$ cat config.mk
export PLATFORM = sky130hd
export DESIGN_NAME = cdc_tx_arbiter
export DESIGN_NICKNAME = d
export VERILOG_FILES = /design/src/rtl/cdc_pkg.sv /design/src/rtl/cdc_tx_arbiter_rr_arbiter.sv /design/src/rtl/cdc_tx_arbiter.sv
export SDC_FILE = /design/constraint.sdc
export NUM_CORES = 1
export LEC_CHECK = 0
export CAP_MARGIN = 5
export CORE_MARGIN = 1
export CORE_UTILIZATION = 39
export CTS_CLUSTER_SIZE = 10
export DETAILED_ROUTE_END_ITERATION = 10
export PLACE_DENSITY = 0.78
export SLEW_MARGIN = 20
export SYNTH_ARGS = -nofsm -noshare
export SYNTH_HDL_FRONTEND = slang
export SYNTH_SLANG_ARGS = --single-unit
$ cat constraint.sdc
create_clock -name clk -period 2.2 [get_ports clk]
set_input_delay 0.33 -clock clk [delete_from_list [all_inputs] [get_ports clk]]
set_output_delay 0.33 -clock clk [all_outputs]
set_load 0.01 [all_outputs]
$ cat src/rtl/cdc_pkg.sv
// Shared types and sizing helpers for the CDC transmit-side controller.
package cdc_pkg;

    typedef enum logic [1:0] {
        SETTLE = 2'd0,
        IDLE   = 2'd1,
        REQ    = 2'd2,
        REL    = 2'd3
    } cdc_tx_state_t;

    localparam int DEFAULT_TIMEOUT = 1024;
    localparam int DEFAULT_GUARD   = 8;

    // Bits needed for a counter that runs 0..n-1; never narrower than one bit.
    function automatic int cnt_width(input int n);
        return (n <= 2) ? 1 : $clog2(n);
    endfunction

endpackage

$ cat src/rtl/cdc_tx_arbiter_rr_arbiter.sv
// Combinational round-robin arbiter: one-hot grant to the first request at or after ptr_i.
module rr_arbiter #(
    parameter int NREQ = 4
) (
    input  logic [NREQ-1:0]         req_i,
    input  logic [$clog2(NREQ)-1:0] ptr_i,
    output logic [NREQ-1:0]         grant_o
);

    localparam int PW = $clog2(NREQ);

    logic [NREQ-1:0] hi_mask;
    logic [NREQ-1:0] req_hi;
    logic [NREQ-1:0] pick;

    for (genvar gi = 0; gi < NREQ; gi++) begin : g_mask
        assign hi_mask[gi] = (ptr_i <= PW'(gi));
    end

    // Requests at or above the pointer take priority; otherwise wrap to the bottom.
    assign req_hi  = req_i & hi_mask;
    assign pick    = (|req_hi) ? req_hi : req_i;
    assign grant_o = pick & (~pick + NREQ'(1));

endmodule

$ cat src/rtl/cdc_tx_arbiter.sv
// Source-domain transmit controller for a four-phase req/ack CDC channel with
// round-robin arbitration, timeout recovery and a post-reset settle phase.
module cdc_tx_arbiter
    import cdc_pkg::*;
#(
    parameter int NREQ    = 4,
    parameter int DW      = 32,
    parameter int TIMEOUT = DEFAULT_TIMEOUT,
    parameter int GUARD   = DEFAULT_GUARD
) (
    input  logic                    clk,
    input  logic                    reset_n,
    input  logic [NREQ-1:0]         req_valid,
    input  logic [NREQ*DW-1:0]      req_data,
    output logic [NREQ-1:0]         req_ready,
    output logic [DW-1:0]           xfer_data,
    output logic                    xfer_req,
    input  logic                    xfer_ack_sync,
    output logic [$clog2(NREQ)-1:0] grant_id,
    output logic                    busy,
    output logic                    done,
    output logic                    timeout_err
);

    localparam int IW = $clog2(NREQ);
    localparam int TW = cnt_width(TIMEOUT);
    localparam int GW = cnt_width(GUARD);
    localparam logic [TW-1:0] TO_LAST    = TW'(TIMEOUT - 1);
    localparam logic [GW-1:0] GUARD_LAST = GW'(GUARD - 1);

    cdc_tx_state_t   state_q;
    logic [GW-1:0]   guard_cnt_q;
    logic [TW-1:0]   to_cnt_q;
    logic [IW-1:0]   rr_ptr_q;
    logic [IW-1:0]   rr_ptr_d;
    logic [IW-1:0]   grant_id_q;
    logic [DW-1:0]   xfer_data_q;
    logic            xfer_req_q;
    logic            done_q;
    logic            timeout_err_q;

    logic [NREQ-1:0] grant;
    logic            any_grant;
    logic [IW-1:0]   win_idx;
    logic [DW-1:0]   req_word [NREQ];

    for (genvar gi = 0; gi < NREQ; gi++) begin : g_unpack
        assign req_word[gi] = req_data[gi*DW +: DW];
    end

    rr_arbiter #(
        .NREQ (NREQ)
    ) u_rr (
        .req_i   (req_valid),
        .ptr_i   (rr_ptr_q),
        .grant_o (grant)
    );

    assign any_grant = |grant;

    always_comb begin
        win_idx = '0;
        for (int k = 0; k < NREQ; k++) begin
            if (grant[k]) win_idx = IW'(k);
        end
    end

    assign rr_ptr_d = (win_idx == IW'(NREQ - 1)) ? '0 : win_idx + 1'b1;

    always_ff @(posedge clk or negedge reset_n) begin
        if (!reset_n) begin
            state_q       <= SETTLE;
            guard_cnt_q   <= '0;
            to_cnt_q      <= '0;
            rr_ptr_q      <= '0;
            grant_id_q    <= '0;
            xfer_data_q   <= '0;
            xfer_req_q    <= 1'b0;
            done_q        <= 1'b0;
            timeout_err_q <= 1'b0;
        end else begin
            done_q        <= 1'b0;
            timeout_err_q <= 1'b0;
            unique case (state_q)
                SETTLE: begin
                    // A stale far-side ack must be seen low for GUARD straight cycles.
                    if (xfer_ack_sync) begin
                        guard_cnt_q <= '0;
                    end else if (guard_cnt_q == GUARD_LAST) begin
                        guard_cnt_q <= '0;
                        state_q     <= IDLE;
                    end else begin
                        guard_cnt_q <= guard_cnt_q + 1'b1;
                    end
                end
                IDLE: begin
                    if (any_grant) begin
                        xfer_data_q <= req_word[win_idx];
                        grant_id_q  <= win_idx;
                        xfer_req_q  <= 1'b1;
                        rr_ptr_q    <= rr_ptr_d;
                        to_cnt_q    <= '0;
                        state_q     <= REQ;
                    end
                end
                REQ: begin
                    if (xfer_ack_sync) begin
                        xfer_req_q <= 1'b0;
                        to_cnt_q   <= '0;
                        state_q    <= REL;
                    end else if (to_cnt_q == TO_LAST) begin
                        timeout_err_q <= 1'b1;
                        xfer_req_q    <= 1'b0;
                        to_cnt_q      <= '0;
                        guard_cnt_q   <= '0;
                        state_q       <= SETTLE;
                    end else begin
                        to_cnt_q <= to_cnt_q + 1'b1;
                    end
                end
                REL: begin
                    if (!xfer_ack_sync) begin
                        done_q   <= 1'b1;
                        to_cnt_q <= '0;
                        state_q  <= IDLE;
                    end else if (to_cnt_q == TO_LAST) begin
                        timeout_err_q <= 1'b1;
                        xfer_req_q    <= 1'b0;
                        to_cnt_q      <= '0;
                        guard_cnt_q   <= '0;
                        state_q       <= SETTLE;
                    end else begin
                        to_cnt_q <= to_cnt_q + 1'b1;
                    end
                end
                default: begin
                    state_q <= SETTLE;
                end
            endcase
        end
    end

    assign req_ready   = (state_q == IDLE) ? grant : '0;
    assign busy        = (state_q != IDLE);
    assign xfer_data   = xfer_data_q;
    assign xfer_req    = xfer_req_q;
    assign grant_id    = grant_id_q;
    assign done        = done_q;
    assign timeout_err = timeout_err_q;

endmodule

==> reports/results.txt <==
R2R depth: 7
Die ar.: 0.008622 mm^2
Worst EP arrival: 1.78 ns
most used cell, CP: nor2_1
largest net degree at the start of global routing: 55
layout cells sized above 1: 11.72%
Synth cell types: 42
# nets final: 666
antenna violations before repair: 0
Fmax: 0.4742 GHz
Mapped Nets: 474
CTS H-tree depth: 2
sequential share of power: 28.3%
pre-CTS setup slack: -0.1970 ns
core footprint: 0.007848 mm^2
IO Port Bufs: 176
YS warnings: 0
Setup crit end: req_ready[0]
Inserted Clock Buffers: 5
Overall Global Routing Usage: 25.11%
Max Cap Viol: 0
Final ANT Viol Nets: 0
Switch Pwr: 2.258 mW
Critical Path Max Stage Delay: 0.53 ns
ys async rst share: 100.0%
post-synthesis sequential area ratio: 41.97%
CTS tree: done
multi-input logic area: 0.001697 mm^2
vias: 3,493
Critical Path Sink Type: primary output
Slowest-stage cell, CP: clkdlybuf4s50_1
Root Buffer Master: clkbuf_8
Boundary Pins: 177
Final Hold Vio Count: 0
Net Sw Frac: 39.24%
Max Clock Skew: 0.01464 ns
Final period util: 95.85%
Synth Flop Type: dfrtp_1
Internal Power: 3.496 mW
die width: 92.86 um
Die Y: 92.86 um
max_slew headroom: 54.11%
clock slew at reported path FFs: 0.09 ns
Routed Wire Length: 11,080 um
clock latency on the worst-skew pair: 0.31 ns
setup ws final: 0.09126 ns
CP Cell Sequence: nor2b_4, nor2_1, nor2_1, o22ai_1, and3_1, clkdlybuf4s50_1
most common library cell in the layout ignoring fill and taps: clkdlybuf4s50_1
synthesized area: 0.003219 mm^2
FF-to-FF End: state_q[0]
Initial Util: 41.02%
diode count: 0
synthesis-to-layout area growth: 68.21%
DR pass1 iterations: 4
CP required: 1.87 ns
Routability Congestion: 0.9121
Wirelength per Cell: 17.55 um
Post-Syn Instances: 336
crit path from: rr_ptr_q[0]
Hold Path Class: in -> async
Setup crit start kind: flop
Final setup viols: 0
DP HPWL: 8349 um
Slew Limit Fails: 0
# hold bufs at CTS: 0
Yosys reg bits: 54
vias per cell: 5.536
FF+latch area: 0.001353 mm^2
Power, Total: 5.754 mW
clock power share: 11.8%
RSZ-0062 raised after global routing: false
Combinational Power Share: 59.9%
Setup CP Type: reg -> out
Final Critical Period: 2.109 ns
grt ovf: 0
DRT iter0 DRCs: 149
commonest non-fill, non-tap cells in the layout: clkdlybuf4s50_1 (168), dfrtp_1 (53), nand2_1 (45)
CTS Sinks: 54
Worst R2R Setup Slack: 0.16 ns
Pleak: 2.284 nW
Worst-Margin Slew: 0.6884 ns
Post-synth EDFFs: 0
maximum root-to-sink buffer count: 2
row cnt: 32
CP Max Fanout: 6
status: completed
VDD IR max: 0.4933 mV
worst r2r src: to_cnt_q[0]
vias in the first global route: 3,399
pwr dens: 1063 mW/mm^2
Residual DRC: 0
first-pass GRT wire length: 17,050 um
Syn Area/Cell: 9.581 um^2
FILL cells: 626
## cell type report
class / instances / area share, %
repair buffers: 213 / 38.70
clock inverters: 3 / 0.8087
multi-input cells: 246 / 31.33
well taps: 102 / 2.357
clock buffers: 5 / 1.271
inverters: 8 / 0.5545
flip-flops and latches: 54 / 24.98
## kinds of logic after synthesis
logic type,count (synthesis),share of synthesized area (%)
AOI/OAI and AO/OA,113,26.27
and+or+nand+nor,97,13.91
DFF,54,41.97
buffers and inverters,36,6.335
muxes,33,10.34
adders and majority gates,3,1.166
## critical path: cells and delay by family, from the launching register on
family          cells  cell delay [ns]
simple gates        4             0.40
compound gates      1             0.10
buf+inv             1             0.53
flops               1             0.45
## what timing repair did
| item | 4_1_cts | 5_1_grt |
|---|---|---|
| pin swaps | 0 | 1 |
| endpoints found under the setup margin | 4 | 2 |
| setup buffers | 1 | 1 |
| resized for setup | 10 | 3 |
## power by group through the flow
stage                     clock, mW  sequential (mW)  combinational (mW)
after global placement            0             1.62                3.34
after CTS                     0.696             1.63                3.44
after global routing          0.726             1.68                3.74
after detailed placement          0             1.65                3.40
after floorplan                   0             1.77                1.70
final                         0.680             1.63                3.45
## metal layers
metal	global-route usage (%)	share of wire [%]	up-vias
li1	-	-	1664
met1	31.39	40	1674
met2	43.93	52	137
met3	4.598	6.1	18
met4	7.308	2.3	0
met5	0	0	-
## worst min path at each step
stage / cells past startpoint / end
finish: 2 / to_cnt_q[6]
floorplan: 0 / done
CTS: 2 / xfer_data[11]
global placement: 1 / to_cnt_q[9]
global route: 2 / to_cnt_q[9]
detailed placement: 1 / grant_id[1]
## cell usage after synthesis (all sizes together), types with 2 or more instances
library cell | n | area share (%)
o22ai | 2 | 0.39
a21oi | 8 | 1.2
o221ai | 33 | 9.0
o21ai | 20 | 3.1
nor4 | 4 | 0.97
mux2 | 2 | 0.70
nand3 | 7 | 1.1
nor2 | 18 | 2.1
a31oi | 2 | 0.39
o41ai | 2 | 0.54
nand2 | 45 | 5.2
mux2i | 31 | 9.6
ha | 3 | 1.2
buf | 19 | 4.4
a211o | 3 | 0.82
nand2b | 5 | 0.97
and3 | 2 | 0.39
a21o | 2 | 0.47
clkbuf | 9 | 1.0
nor3 | 5 | 0.78
nor2b | 6 | 1.2
o211ai | 31 | 7.2
dfrtp | 54 | 42
inv | 8 | 0.93
o31ai | 4 | 0.93
## through the flow
| stage | std cells | util (%) | setup TNS (ns) | hold WS [ns] | cell area [um^2] |
|---|---|---|---|---|---|
| floorplan | 336 | - | 0 | 0.03441 | 3219 |
| global placement | 621 | 67.14 | -3.516 | 0.4746 | 5269 |
| detailed placement | 621 | 67.14 | -5.479 | 0.4784 | 5269 |
| CTS | 630 | 68.85 | 0 | 0.1533 | 5403 |
| global route | 631 | 69.01 | 0 | 0.1883 | 5415 |
| finish | 631 | 69.01 | 0 | 0.1391 | 5415 |
## state kept, by name, summed over array words and instances, names as in the netlist
signal,count
to_cnt_q,10
state_q,2
xfer_req,1
xfer_data,32
grant_id,2
guard_cnt_q,3
timeout_err,1
rr_ptr_q,2
done,1
(Power assumes the default switching activity.)
